`src/rtl/pcs_pkg.sv`:
```
// Shared PCS definitions for the TX scrambler and RX descrambler.
// Holds scrambler polynomial taps, sync header codes and the block payload struct.
package pcs_pkg;

  localparam int unsigned SCR_WIDTH = 58;
  localparam int unsigned SCR_TAP_A = 57;
  localparam int unsigned SCR_TAP_B = 38;
  localparam int unsigned BLK_WIDTH = 64;
  localparam int unsigned HDR_WIDTH = 2;

  localparam logic [HDR_WIDTH-1:0] SYNC_DATA = 2'b01;
  localparam logic [HDR_WIDTH-1:0] SYNC_CTRL = 2'b10;

  typedef struct packed {
    logic [HDR_WIDTH-1:0] hdr;
    logic [BLK_WIDTH-1:0] data;
    logic                 bypass;
    logic                 hdr_err;
  } pcs_blk_t;

  // Only 01 and 10 are legal 64b/66b sync headers.
  function automatic logic hdr_invalid(input logic [HDR_WIDTH-1:0] hdr);
    return (hdr != SYNC_DATA) && (hdr != SYNC_CTRL);
  endfunction

endpackage

```
`src/rtl/pcs_skid_buf.sv`:
```
// Two-entry valid/ready register slice (output register + skid register) for pcs_blk_t.
// o_ready is registered and reflects only whether the skid entry is empty.
module pcs_skid_buf
  import pcs_pkg::*;
(
  input  logic     clk,
  input  logic     reset_n,
  input  logic     i_valid,
  output logic     o_ready,
  input  pcs_blk_t i_blk,
  output logic     o_valid,
  input  logic     i_ready,
  output pcs_blk_t o_blk
);

  logic     r_out_valid;
  logic     r_skid_valid;
  logic     r_in_ready;
  pcs_blk_t r_out_blk;
  pcs_blk_t r_skid_blk;

  logic     w_out_valid_nxt;
  logic     w_skid_valid_nxt;
  pcs_blk_t w_out_blk_nxt;
  pcs_blk_t w_skid_blk_nxt;
  logic     w_in_fire;
  logic     w_out_free;

  assign w_in_fire  = i_valid && r_in_ready;
  assign w_out_free = !r_out_valid || i_ready;

  // Skid contents always take precedence over new input when the output frees up.
  always_comb begin
    w_out_valid_nxt  = r_out_valid;
    w_out_blk_nxt    = r_out_blk;
    w_skid_valid_nxt = r_skid_valid;
    w_skid_blk_nxt   = r_skid_blk;
    if (w_out_free) begin
      if (r_skid_valid) begin
        w_out_valid_nxt  = 1'b1;
        w_out_blk_nxt    = r_skid_blk;
        w_skid_valid_nxt = 1'b0;
      end else if (w_in_fire) begin
        w_out_valid_nxt = 1'b1;
        w_out_blk_nxt   = i_blk;
      end else begin
        w_out_valid_nxt = 1'b0;
      end
    end else if (w_in_fire) begin
      w_skid_valid_nxt = 1'b1;
      w_skid_blk_nxt   = i_blk;
    end
  end

  always_ff @(posedge clk or negedge reset_n) begin
    if (!reset_n) begin
      r_out_valid  <= 1'b0;
      r_skid_valid <= 1'b0;
      r_in_ready   <= 1'b0;
      r_out_blk    <= '0;
      r_skid_blk   <= '0;
    end else begin
      r_out_valid  <= w_out_valid_nxt;
      r_skid_valid <= w_skid_valid_nxt;
      r_in_ready   <= !w_skid_valid_nxt;
      r_out_blk    <= w_out_blk_nxt;
      r_skid_blk   <= w_skid_blk_nxt;
    end
  end

  assign o_ready = r_in_ready;
  assign o_valid = r_out_valid;
  assign o_blk   = r_out_blk;

endmodule

```
`src/rtl/scrambler_tx.sv`:
```
// TX PCS self-synchronising scrambler (x^58 + x^39 + 1), 64 bits per cycle.
// Sync header passes through; a two-entry register slice provides lossless backpressure.
module scrambler_tx
  import pcs_pkg::*;
#(
  parameter logic [SCR_WIDTH-1:0] SEED = 58'h3FF_FFFF_FFFF_FFFF
) (
  input  logic                 clk,
  input  logic                 reset_n,
  input  logic                 scr_en,
  input  logic                 in_valid,
  output logic                 in_ready,
  input  logic [HDR_WIDTH-1:0] in_header,
  input  logic [BLK_WIDTH-1:0] in_data,
  input  logic                 in_bypass,
  output logic                 out_valid,
  input  logic                 out_ready,
  output logic [HDR_WIDTH-1:0] out_header,
  output logic [BLK_WIDTH-1:0] out_data,
  output logic                 out_bypass,
  output logic                 out_hdr_err
);

  logic [SCR_WIDTH-1:0] r_scr_state;
  logic [SCR_WIDTH-1:0] w_state_nxt;
  logic [BLK_WIDTH-1:0] w_scr_data;
  logic                 w_scramble;
  logic                 w_accept;
  pcs_blk_t             w_in_blk;
  pcs_blk_t             w_out_blk;

  // Bit-serial recurrence unrolled over the word; scrambled bits feed back.
  always_comb begin
    w_state_nxt = r_scr_state;
    w_scr_data  = in_data;
    for (int i = 0; i < int'(BLK_WIDTH); i++) begin
      w_scr_data[i] = in_data[i] ^ w_state_nxt[SCR_TAP_A] ^ w_state_nxt[SCR_TAP_B];
      w_state_nxt   = {w_state_nxt[SCR_WIDTH-2:0], w_scr_data[i]};
    end
  end

  assign w_scramble = scr_en && !in_bypass;
  assign w_accept   = in_valid && in_ready;

  always_comb begin
    w_in_blk         = '0;
    w_in_blk.hdr     = in_header;
    w_in_blk.data    = w_scramble ? w_scr_data : in_data;
    w_in_blk.bypass  = in_bypass;
    w_in_blk.hdr_err = hdr_invalid(in_header);
  end

  // State commits only when a scrambled word is actually taken.
  always_ff @(posedge clk or negedge reset_n) begin
    if (!reset_n) begin
      r_scr_state <= SEED;
    end else if (w_accept && w_scramble) begin
      r_scr_state <= w_state_nxt;
    end
  end

  pcs_skid_buf u_skid (
    .clk     (clk),
    .reset_n (reset_n),
    .i_valid (in_valid),
    .o_ready (in_ready),
    .i_blk   (w_in_blk),
    .o_valid (out_valid),
    .i_ready (out_ready),
    .o_blk   (w_out_blk)
  );

  assign out_header  = w_out_blk.hdr;
  assign out_data    = w_out_blk.data;
  assign out_bypass  = w_out_blk.bypass;
  assign out_hdr_err = w_out_blk.hdr_err;

endmodule

```
`config.mk`:
```
export PLATFORM = sky130hd
export DESIGN_NAME = scrambler_tx
export DESIGN_NICKNAME = d
export VERILOG_FILES = /design/src/rtl/pcs_pkg.sv /design/src/rtl/pcs_skid_buf.sv /design/src/rtl/scrambler_tx.sv
export SDC_FILE = /design/constraint.sdc
export NUM_CORES = 1
export LEC_CHECK = 0
export CAP_MARGIN = 0
export CORE_MARGIN = 2
export CORE_UTILIZATION = 46
export CTS_BUF_LIST = sky130_fd_sc_hd__clkbuf_8
export DETAILED_ROUTE_END_ITERATION = 10
export HOLD_SLACK_MARGIN = 0.08
export PLACE_DENSITY = 0.68
export SKIP_CTS_REPAIR_TIMING = 1
export SLEW_MARGIN = 20
export SYNTH_ARGS = -nofsm -noshare
export SYNTH_HDL_FRONTEND = slang
export SYNTH_SLANG_ARGS = --single-unit
```
`constraint.sdc`:
```
create_clock -name clk -period 3.2 [get_ports clk]
set_input_delay 0.64 -clock clk [delete_from_list [all_inputs] [get_ports clk]]
set_output_delay 0.64 -clock clk [all_outputs]
set_load 0.05 [all_outputs]
```
* Yosys cells after proc, flatten, opt, wreduce, memory -nomap -nowiden
Cells that the tools add are included.
** Storage, ports and cells
- Bits in registers :: 197
- Bits in latches :: 0
- RAM bits :: 0
- ROM bits :: 0
- Input port bits :: 72
- Word-level logic and storage cells :: 161
- Memories :: 0
** Operators by class
- $add $sub $neg :: 0
- $mul :: 0
- Div/mod/pow operators :: 0
- Magnitude comparators :: 0
- Equality and inequality tests :: 2
- Shift operators :: 0
- Muxes and demuxes :: 7
- Bitwise operators :: 129
- Reduce and logical (&&, ||, !) cells :: 11
** Operator list (count)
- $mux 68 :: 2
- $xor 1x1->1 :: 128
- $mux 64 :: 1
- $logic_and 1x1->1 :: 4
- $mux 1 :: 4
- $reduce_and 2->1 :: 2
- $logic_not 1->1 :: 3
- $ne 2x1->1 const B :: 1
- $ne 2x2->1 const B :: 1
- $reduce_bool 2->1 :: 1
- $logic_or 1x1->1 :: 1
- $not 1->1 :: 1

* Longest topological paths before layout
Gate-level depths: netlist (run 1).
- Depth after elaboration :: 7
- Gate-level depth with buffers :: 7
- Depth with buffers taken out :: 4

* Modules after synthesis
From an unflattened synthesis (run 1), not the netlist that was laid out.
** Second synthesis, totals
- Cells, all modules :: 835
- Area total of the unflattened synthesis :: 10583.9 µm²
** Modules (own cells, without submodules)
- pcs_skid_buf :: instances 1, cells each 373, area an instance 6262.3 µm², seq. area each 3478.3 µm²
- scrambler_tx :: instances 1, cells each 462, area an instance 4321.6 µm², seq. area each 1524.0 µm²

* Worst setup path before layout (run 1)
OpenSTA, ideal clock, no wires.
- Path kind :: input to register
- Start point :: input port out_ready
- End point :: register u_skid.r_out_blk, in the netlist u_skid.o_blk[53]
- Arrival time :: 1614 ps
- Data required time :: 3069 ps
- Slack :: 1455 ps
- Cell stages on the path :: 6
- Path buffers :: 2
- Cells stage by stage :: nand2b_2 > and2_1 > buf_1 > clkbuf_1 > a222oi_1 > nand2_1
** Between the ends
- Longest elaborated chain between the ends :: 2
** RTL lines
- start, declared :: RTL line scrambler_tx.sv:17 : input logic out_ready,
- $logic_or 1x1->1 :: RTL line pcs_skid_buf.sv:30 : assign w_out_free = !r_out_valid || i_ready;
- $reduce_and 2->1 (no source line)
- end signal, assigned :: RTL line pcs_skid_buf.sv:66 : r_out_blk <= w_out_blk_nxt;
- end, declared :: RTL line pcs_skid_buf.sv:19 : pcs_blk_t r_out_blk;
No other way between the ends.
A chain may end at the register's enable or synchronous reset.

* Worst setup path in the final report (run 1)
- Start point :: register u_skid.r_in_ready, in the netlist u_skid.o_ready
- End point :: output port in_ready
** RTL lines
- start, declared :: RTL line pcs_skid_buf.sv:18 : logic r_in_ready;
- start signal, assigned :: RTL line pcs_skid_buf.sv:65 : r_in_ready <= !w_skid_valid_nxt;
- end, declared :: RTL line scrambler_tx.sv:12 : output logic in_ready,
No word-level cell between the ends.

==> results_dict.tcl, run 1 <==
set metrics [dict create \
    cts_tree "done" \
    synth.area.top_cells "dfrtp_1 (31%), dfstp_2 (14%), xnor2_1 (7.2%)" \
    grt_pass1_vias 8598 \
    synth_top_area_frac 0.312 \
    fin_setup_tns_ns 0 \
    crit_start "u_skid.o_ready" \
    synth_common_cells "dfrtp_1 (139), nand2_1 (114), a21oi_1 (98)" \
    drc 0 \
    status "complete, no violations" \
    max_slew_margin 0.521 \
    p_leak_nw 5.48 \
    cp_num_buf_inv 1 \
    synth_flop_cell "dfrtp_1" \
    finalSetupViolations 0 \
    synth_seq_cells 197 \
    crit_type "reg -> out" \
    hold_class "in -> async" \
    drive_above_1_share 0.113 \
    finalNetCount 1332 \
    grt_antenna_before_repair 0 \
    yosysWarnings 0 \
    syn2layout_area_growth_pct 19.4 \
    synthDistinctLibCells 46 \
    netlist_instances 1161 \
    required_ns 2.56 \
    cts.clk_slew.worst_paths_ns 0.09 \
    antenna_cells 0 \
    crit_chain "clkdlybuf4s50_1" \
    regToRegStartpoint "u_skid.r_skid_valid" \
    grt_pass1_wl_um 50300 \
    synth_top_area_cell "dfrtp_1" \
    synthMostInstantiatedCell "dfrtp_1" \
    n_fill_cell 2123 \
    initial_utilization 0.472 \
    syn_area_per_cell_um2 9.59 \
    num_io_pins 142 \
    drv_slew 0 \
    start_kind "flip-flop" \
    maxCapViolCount 0 \
    powerDensity_mw_per_mm2 1040 \
    pre_cts_ws_ns 0.527 \
    grt-ovfl-total 0 \
    numClockSinks 197 \
    firstDrtPassIters 6 \
    final_cell_area_mm2 0.0133 \
    clock_latency_ns 0.49 \
    gp_congestion 0.861 \
    avgRoutedWirePerCell_um 19.9 \
    io_buffers 141 \
    syn_nets 1233 \
    fin_crit_ns 2.53 \
    post-route-period-util 0.791 \
    h-tree-depth 4 \
    dieWidth_um 160 \
    seq_area_frac_synth 0.449 \
    arrival_ns 1.89 \
    viasPerCell 5.68 \
    post-route-util 0.563 \
    syn_area_mm2 0.0111 \
    place_area_mm2 0.0128 \
    grt.total_usage 0.254 \
    cp_max_fo 7 \
    multiInputGateArea_mm2 0.00569 \
    tightest_slew_ns 0.714 \
    ir_drop_uv 407 \
    die_area_mm2 0.0255 \
    synth_edf_count 0 \
    postRouteWirelength_um 31700 \
    worst_slack_ns 0.669 \
    grt_max_degree 65 \
    ant_nets 0 \
    core_area_mm2 0.0236 \
    cp_slowest_cell "clkdlybuf4s50_1" \
    fmax_ghz 0.395 \
    synthArstFlopShare 1.00 \
    rows 56 \
    cp_top_family "buffers and inverters" \
    critPathMaxStageDelay_ns 0.88 \
    place.detailed.hpwl_um 23100 \
    cp-end-kind "output pin" \
    root_buffer "clkbuf_8" \
    cts.path.max_buffers 2 \
    initialDrtViolationCount 805 \
    vias 9050 \
    hold_viol 0 \
    ff_latch_area_mm2 0.00501 \
    cts_made_buffers 17 \
    rsz0062_at_grt "no" \
    die_y_um 160 \
    skew_ns 0.0183 \
]
[path summary, 6_finish.rpt]
| check | endpoint | slack, ns | cells after the start |
|---|---|---|---|
| min in group clk | u_skid.r_skid_blk[1] | 0.49 | 2 |
| hold / removal | u_skid.r_skid_blk[7] | 0.13 | 1 |
| hold reg to reg | u_skid.r_skid_blk[1] | 0.49 | 2 |
| setup reg to reg | u_skid.o_blk[46] | 0.91 | 4 |
| max in group asynchronous | r_scr_state[26] | 2.28 | 2 |
| setup / recovery | in_ready | 0.67 | 1 |
[placed cells by master, fill, tap and decap left out, types with 3 or more instances in the layout]
master           synthesis  layout
and2_1                  18      18
a31oi_1                 39      39
xnor2_1                 92      92
nor4_1                  16      16
bufinv_16                0       5
clkbuf_8                 0      19
dfrtp_1                139     138
dfstp_2                 58      58
nand3_1                 38      37
a21oi_1                 98      98
o31ai_1                  3       3
and2_0                   3       3
o21ai_0                 88      88
a21o_1                  43      43
nor2_1                  93      93
a221oi_1                10      10
xor2_1                  48      48
mux2_2                  10      10
xnor3_1                 20      20
nor3_1                  19      19
clkdlybuf4s50_1          0     140
inv_1                    1       3
buf_12                   0       6
o211ai_1                15      15
or3_1                   39      39
nand2_1                114     113
nand2b_1                 6       6
mux2i_1                 23      23
a222oi_1                15      15
buf_4                    1      28
[report_power, final]
part | switching, mW | total [mW] | internal [mW]
sequential | 1.13 | 4.92 | 3.79
clock | 0.916 | 1.86 | 0.949
combinational | 4.02 | 6.99 | 2.97
[sequential cells by signal (all words and copies together), names as in the netlist]
name and count:
r_scr_state 58, u_skid.o_blk 68, u_skid.o_ready 1, u_skid.o_valid 1, u_skid.r_skid_blk 68, u_skid.r_skid_valid 1
[logic make-up after synthesis]
| logic type | count (synthesis) | share of synthesized area |
|---|---|---|
| multiplexers | 35 | 0.0328 |
| flip-flops | 197 | 0.449 |
| AND/OR/NAND/NOR | 357 | 0.150 |
| AO/OA/AOI/OAI | 313 | 0.169 |
| buffers and inverters | 96 | 0.0425 |
| XOR/XNOR | 163 | 0.156 |
[cell type report]
type / instances / share of cell area
clock buffers: 18 / 0.0186
clock inverters: 14 / 0.0157
inverters: 1 / 0.000282
multi-input cells: 868 / 0.428
flip-flops and latches: 197 / 0.376
well taps: 319 / 0.0300
repair buffers: 175 / 0.131
[per-layer routing]
| metal | vias to the layer above | GRT usage | part of all wire |
|---|---|---|---|
| met4 | 0 | 0.0942 | 0.031 |
| met5 | - | 0 | 0 |
| li1 | 4274 | - | - |
| met3 | 54 | 0.0425 | 0.060 |
| met2 | 328 | 0.394 | 0.46 |
| met1 | 4394 | 0.359 | 0.45 |
[per-stage QoR]
stage | hold slack (ns) | power, mW | cells
6_report | 0.131 | 13.8 | 1592
3_5_place_dp | 0.464 | 11.9 | 1560
4_1_cts | 0.137 | 13.8 | 1592
3_3_place_gp | 0.460 | 11.8 | 1560
2_1_floorplan | 0.344 | 9.64 | 1161
5_1_grt | 0.152 | 14.6 | 1592
Power figures use the tool's default switching activity.
==> run 2: changes to the inputs <==
- clock period: 3.2 -> 2.4 ns (I/O delays scaled with it)
==> run 2 against run 1 <==
  * Wire length grew 0.78%
  * Combinational power grew 39%
  * Final cell count grew 1.6%
  * Global-route usage shrank 0.11 points
  * Flip-flop and latch count is the same
  * Design area grew 1.8%
  * Register-to-register slack lost 0.35 ns
  * Clock power grew 32%
  * Via count grew 0.45%
  * Die area is the same
  * Critical path depth is the same
==> results_dict.tcl, run 2 (synthesis results as in run 1) <==
set metrics [dict create \
    root_buffer "clkbuf_8" \
    firstDrtPassIters 6 \
    arrival_ns 1.82 \
    grt.total_usage 0.253 \
    crit_type "reg -> out" \
    place.detailed.hpwl_um 23200 \
    numClockSinks 197 \
    ff_latch_area_mm2 0.00501 \
    grt_antenna_before_repair 0 \
    p_leak_nw 5.61 \
    fmax_ghz 0.436 \
    grt_pass1_wl_um 50000 \
    post-route-util 0.573 \
    cts.path.max_buffers 2 \
    cts.clk_slew.worst_paths_ns 0.11 \
    num_io_pins 142 \
    fin_crit_ns 2.30 \
    post-route-period-util 0.957 \
    vias 9091 \
    grt_max_degree 69 \
    ant_nets 0 \
    finalNetCount 1357 \
    max_slew_margin 0.518 \
    rrSetupSlack_ns 0.56 \
    cp_num_buf_inv 1 \
    fin_hold_ws_ns 0.482 \
    ir_drop_uv 619 \
    status "complete, no violations" \
    clock_latency_ns 0.48 \
    gp_congestion 0.885 \
    cp_top_family "buffers and inverters" \
    die_y_um 160 \
    drc 0 \
    viasPerCell 5.62 \
    maxCapViolCount 0 \
    required_ns 1.92 \
    avgRoutedWirePerCell_um 19.8 \
    rows 56 \
    drive_above_1_share 0.130 \
    powerDensity_mw_per_mm2 1380 \
    drv_slew 0 \
    core_area_mm2 0.0236 \
    grt-ovfl-total 0 \
    cp-end-kind "output pin" \
    grt_pass1_vias 8725 \
    stdcell_count 1617 \
    cts_tree "done" \
    hold_viol 0 \
    syn2layout_area_growth_pct 21.5 \
    cp_max_fo 5 \
    finalSetupViolations 0 \
    h-tree-depth 4 \
    n_fill_cell 2114 \
    fin_setup_tns_ns 0 \
    io_buffers 141 \
    die_area_mm2 0.0255 \
    hold_class "reg -> reg" \
    critPathMaxStageDelay_ns 0.88 \
    multiInputGateArea_mm2 0.00569 \
    start_kind "flip-flop" \
    tightest_slew_ns 0.723 \
    crit_chain "clkdlybuf4s50_1" \
    cp_slowest_cell "clkdlybuf4s50_1" \
    antenna_cells 0 \
    postRouteWirelength_um 32000 \
    final_common_cell "clkdlybuf4s50_1" \
    skew_ns 0.0173 \
    dieWidth_um 160 \
    rsz0062_at_grt "no" \
    final_cell_mix "clkdlybuf4s50_1 (139), dfrtp_1 (138), nand2_1 (113), a21oi_1 (98), nor2_1 (93)" \
    initialDrtViolationCount 608 \
    cts_made_buffers 17 \
    initial_utilization 0.472 \
    placedCellCount 1584 \
]
run 2: cell count changes in the layout (fill, tap and decap cells not counted), sizes merged:
cell           change
dlymetal6s2s       +1
inv                +3
clkdlybuf4s50      -1
dlygate4sd3        +1
clkbuf             -1
bufinv             -1
buf               +24
clkinvlp           -1
run 2: worst paths after layout:
path | start | to | cells past startpoint
worst min-delay path | u_skid.r_skid_blk[66] | u_skid.r_skid_blk[66] | 2
worst max register to register | r_scr_state[40] | u_skid.r_skid_blk[58] | 4
min in group asynchronous | reset_n | u_skid.o_blk[9] | 2
max in group asynchronous | reset_n | r_scr_state[21] | 3
worst max-delay path | u_skid.o_valid | out_valid | 1
worst min register to register | u_skid.r_skid_blk[66] | u_skid.r_skid_blk[66] | 2
run 2: routing by layer:
metal  share of wire  routed length [um]  vias up  global-route usage
met5               0                   0        -                   0
met4           0.028                 898        0              0.0777
met3           0.061                1950       46              0.0492
met2            0.46               14700      304               0.393
met1            0.45               14400     4422               0.358
li1                -                   -     4319                   -
run 2: per-stage QoR:
| stage | worst slack [ns] | power, mW | area, um2 |
|---|---|---|---|
| 3_3_place_gp | 0.157 | 16.1 | 13100 |
| 2_1_floorplan | 0.659 | 12.9 | 11100 |
| 3_5_place_dp | 0.115 | 16.2 | 13100 |
| 5_1_grt | 0.0354 | 19.7 | 13500 |
| 6_report | 0.104 | 18.7 | 13500 |
| 4_1_cts | 0.0111 | 18.7 | 13500 |
run 2: power breakdown:
group | internal, mW | total (mW) | switching [mW]
Clock | 1.16 | 2.46 | 1.30
Sequential | 5.05 | 6.50 | 1.45
Combinational | 4.15 | 9.74 | 5.60
run 2: layout make-up:
type | instances | share of cell area
clock buffers | 17 | 0.0173
clock inverters | 15 | 0.0159
inverters | 1 | 0.000277
multi-input cells | 868 | 0.420
flip-flops and latches | 197 | 0.370
well taps | 319 | 0.0295
repair buffers | 200 | 0.147
==> RTL edit 1, RTL diff (flow settings as in run 2) <==
Make the reset (`reset_n`) synchronous in 2 clocked blocks.
--- a/src/rtl/pcs_skid_buf.sv
+++ b/src/rtl/pcs_skid_buf.sv
@@ -53,5 +53,5 @@
   end
 
-  always_ff @(posedge clk or negedge reset_n) begin
+  always_ff @(posedge clk) begin
     if (!reset_n) begin
       r_out_valid  <= 1'b0;
--- a/src/rtl/scrambler_tx.sv
+++ b/src/rtl/scrambler_tx.sv
@@ -52,5 +52,5 @@
 
   // State commits only when a scrambled word is actually taken.
-  always_ff @(posedge clk or negedge reset_n) begin
+  always_ff @(posedge clk) begin
     if (!reset_n) begin
       r_scr_state <= SEED;
Function: differs if reset_n is asserted again (counterexample within 4 cycles, from zero or initial values and one cycle with reset_n low); with reset_n held inactive, the same outputs for 4 cycles.
==> RTL edit 1 against run 2 <==
Setup slack gained 0.020 ns; critical path depth is the same; synthesized area shrank 17%; maximum frequency grew 0.89%; worst hold slack lost 0.033 ns; synthesized cell count shrank 7.1%; wire length shrank 20%; cell area shrank 15%; sequential cell count is the same; count of clock-buffer cells in the layout grew 1; final cell count shrank 9.3%; highest routed layer unchanged.
Power is not compared: it rests on default switching activity, and its combinational part moved more than twofold at a synthesized area within 25%.
==> RTL edit 1: results (changes against run 2) <==
Finish
  • Nets: 1,261 (was 1,357)
  • Share of cells above drive strength 1: 6.24% (was 13.0%)

Routing
  • DR iter-0 viols: 490 (was 608)
  • DRT Pass-1 Iters: 5 (was 6)
  • Vias per cell: 5.25 (was 5.62)
  • Routed WL per cell: 17.4 µm (was 19.8 µm)
  • Via count: 7,705 (was 9,091)

Synth
  • Synth Instances: 1,079 (was 1,161)
  • Synth top cells by count: 197 x dfxtp_1, 128 x o21ai_0, 114 x xnor2_1 (was 139 x dfrtp_1, 114 x nand2_1, 98 x a21oi_1)
  • Ys async rst share: 0% (was 100%)
  • Post-synthesis sequential area ratio: 42.5% (was 44.9%)
  • Synth cell types: 35 (was 46)

Placement
  • Gpl congestion: 0.925 (was 0.885)
  • DP Wirelength: 18,400 µm (was 23,200 µm)
  • DP Worst Slack: 0.206 ns (was 0.115 ns)

Timing
  • Clk_skew: 0.0174 ns (was 0.0173 ns)

Hold path
  • Hold path startpoint: u_skid.o_blk[12] (was u_skid.r_skid_blk[66])

Global route
  • Total GRT Usage: 23.9% (was 25.3%)
  • Pin count of the biggest net entering global routing: 72 (was 69)
  • Vias in the first global route: 7,163 (was 8,725)
  • First-pass GRT wire length: 39,900 µm (was 50,000 µm)

Worst setup path
  • Worst EP arrival: 1.80 ns (was 1.82 ns)
  • Critical Path Source: u_skid.o_ready (was u_skid.o_valid)
  • Worst R2R Start: r_scr_state[20] (was r_scr_state[40])
  • Cells on worst reg2reg path: 5 (was 4)
  • CP peak stage delay: 0.85 ns (was 0.88 ns)

Outcome
  • Outcome: finished clean (unchanged)
==> RTL edit 1: changes by cell type after synthesis, moves of 43 or more <==
cell / run 2 / this run
dfxtp_1: 0 / 197
a211oi_1: 0 / 46
a21oi_1: 98 / 51
dfrtp_1: 139 / 0
dfstp_2: 58 / 0
a21o_1: 43 / 0
==> RTL edit 1: path summary, 6_finish.rpt <==
path                                               to  slack (ns)
worst max-delay path                         in_ready        0.12
worst min-delay path                 u_skid.o_blk[12]        0.45
worst max register to register  u_skid.r_skid_blk[59]        0.58
worst min register to register       u_skid.o_blk[12]        0.45
==> RTL edit 1: stage by stage <==
stage	hold WS, ns	cell area (µm²)
floorplan	0.433	9290
global placement	0.434	11100
detailed placement	0.439	11100
CTS	0.454	11500
global route	0.474	11500
finish	0.449	11500
==> RTL edit 1: final cells by class <==
cell class / instances / share of cell area, %
Tap cell: 265 / 2.89
Timing Repair Buffer: 171 / 15.3
Clock inverter: 14 / 1.30
Sequential cell: 197 / 34.4
Clock buffer: 18 / 2.16
Inverter: 2 / 0.0655
Multi-Input combinational cell: 800 / 43.9
==> RTL edit 1: metal layers <==
layer / GRT usage (%) / wire length (µm) / up-vias / share of wire, %
met2: 39.4 / 12100 / 206 / 47
met5: 0 / 0 / - / 0
met4: 5.97 / 434 / 0 / 1.7
li1: - / - / 3883 / -
met1: 32.1 / 11700 / 3587 / 46
met3: 5.13 / 1310 / 29 / 5.1
==> RTL edit 1: cell families after synthesis <==
logic type | count (synthesis) | synth area share [%]
AOI/OAI and AO/OA | 319 | 20.1
and+or+nand+nor | 286 | 13.4
DFF | 197 | 42.5
xor gates and xnor gates | 192 | 20.1
buffers and inverters | 82 | 3.64
muxes | 3 | 0.323
==> RTL edit 2, RTL diff (config.mk and constraints of run 2) <==
Made on the original files. Put a register stage on the output `out_hdr_err`. The value now appears one clock later. The other outputs are not delayed to match.
--- a/src/rtl/scrambler_tx.sv
+++ b/src/rtl/scrambler_tx.sv
@@ -74,5 +74,7 @@
   assign out_data    = w_out_blk.data;
   assign out_bypass  = w_out_blk.bypass;
-  assign out_hdr_err = w_out_blk.hdr_err;
+  always_ff @(posedge clk) begin
+    out_hdr_err <= w_out_blk.hdr_err;
+  end
 
 endmodule
Formal check against the unedited RTL: not equivalent (Yosys sat finds a counterexample within 4 cycles, from zero or initial values and one cycle with reset_n low).
==> RTL edit 2 against run 2 <==
Sequential cell count increased by 1; critical path depth unchanged; synthesized area is 4.6% higher; non-clock buffer count down 5; wire length up 1.4%; power is 0.80% lower; setup slack gained 0.030 ns; utilization down 3.2 points; clock power is 11% lower; cell area is essentially flat; critical endpoint is now out_data[58]; highest routed layer unchanged.
==> RTL edit 2: results (changes against run 2) <==
Outcome
  • Outcome: finished clean (unchanged)

Hold path
  • Hold endpoint: out_hdr_err (was u_skid.r_skid_blk[66])
  • Min-Delay Path Depth: 0 (was 2)
  • Hold path startpoint: u_skid.o_blk[0] (was u_skid.r_skid_blk[66])

Power and ir drop
  • Peak VDD IR: 0.591 mV (was 0.619 mV)
  • P_seq: 6570 µW (was 6500 µW)
  • Comb. pwr: 9790 µW (was 9740 µW)
  • Internal Power: 10,200 µW (was 10,400 µW)
  • Leakage power: 0.00560 µW (was 0.00561 µW)
  • Register share of total power: 35.4% (was 34.7%)

Timing
  • Fmax: 441 MHz (was 436 MHz)
  • Clk_skew: 0.0155 ns (was 0.0173 ns)
  • Least-Margin Pin Slew: 0.740 ns (was 0.723 ns)
  • Fin Hold WS: 0.411 ns (was 0.482 ns)

Finish
  • Share of cells above drive strength 1: 12.5% (was 13.0%)

Synth
  • Syn Nets: 1,300 (was 1,233)
  • Ranking of synthesized cells by area: dfrtp_1 30%, dfstp_2 13%, xnor2_1 6.9% (was dfrtp_1 31%, dfstp_2 14%, xnor2_1 7.2%)
  • Post-synthesis sequential area ratio: 43.1% (was 44.9%)

Routing
  • Met2 wire length: 15,100 µm (was 14,700 µm)
  • DRT Pass-1 Iters: 5 (was 6)
  • Via count: 9,168 (was 9,091)
  • WL met1: 14,400 µm (about the same)
  • Met3 wire length: 2290 µm (was 1950 µm)

Worst setup path
  • Worst flop-to-flop path endpoint: u_skid.o_blk[61] (was u_skid.r_skid_blk[58])
  • Worst R2R Start: u_skid.r_skid_valid (was r_scr_state[40])
  • Worst EP arrival: 1.79 ns (was 1.82 ns)

Global route
  • Grt met1 use: 35.4% (was 35.8%)
  • Grt met2 use: 39.2% (was 39.3%)
  • Met3 global-route usage: 4.29% (was 4.92%)
  • Pin count of the biggest net entering global routing: 58 (was 69)

Placement
  • DP Wirelength: 23,600 µm (was 23,200 µm)
==> RTL edit 2: how the worst max path moves through the flow <==
stage	end	from	slack [ns]
global placement	u_skid.o_blk[61]	in_data[20]	0.06
global route	out_data[58]	u_skid.o_blk[60]	0.08
finish	out_data[58]	u_skid.o_blk[60]	0.13
floorplan	u_skid.o_blk[53]	u_skid.o_valid	0.66
detailed placement	u_skid.o_blk[61]	in_data[20]	0.07
CTS	out_data[58]	u_skid.o_blk[60]	0.12
==> RTL edit 2: area by class of cell <==
cell class	instances	area, µm²
Fill cell	2254	11500
Multi-Input combinational cell	868	5690
Sequential cell	198	5020
Timing Repair Buffer	195	2020
Tap cell	330	413
Clock buffer	17	234
Clock inverter	15	153
Inverter	1	3.75
==> RTL edit 2: cell families after synthesis <==
logic type / count (synthesis) / synth area share, %
AOI/OAI and AO/OA: 313 / 16.1
xor gates and xnor gates: 163 / 14.9
muxes: 35 / 3.14
buffers and inverters: 162 / 8.31
and+or+nand+nor: 357 / 14.4
DFF: 198 / 43.1
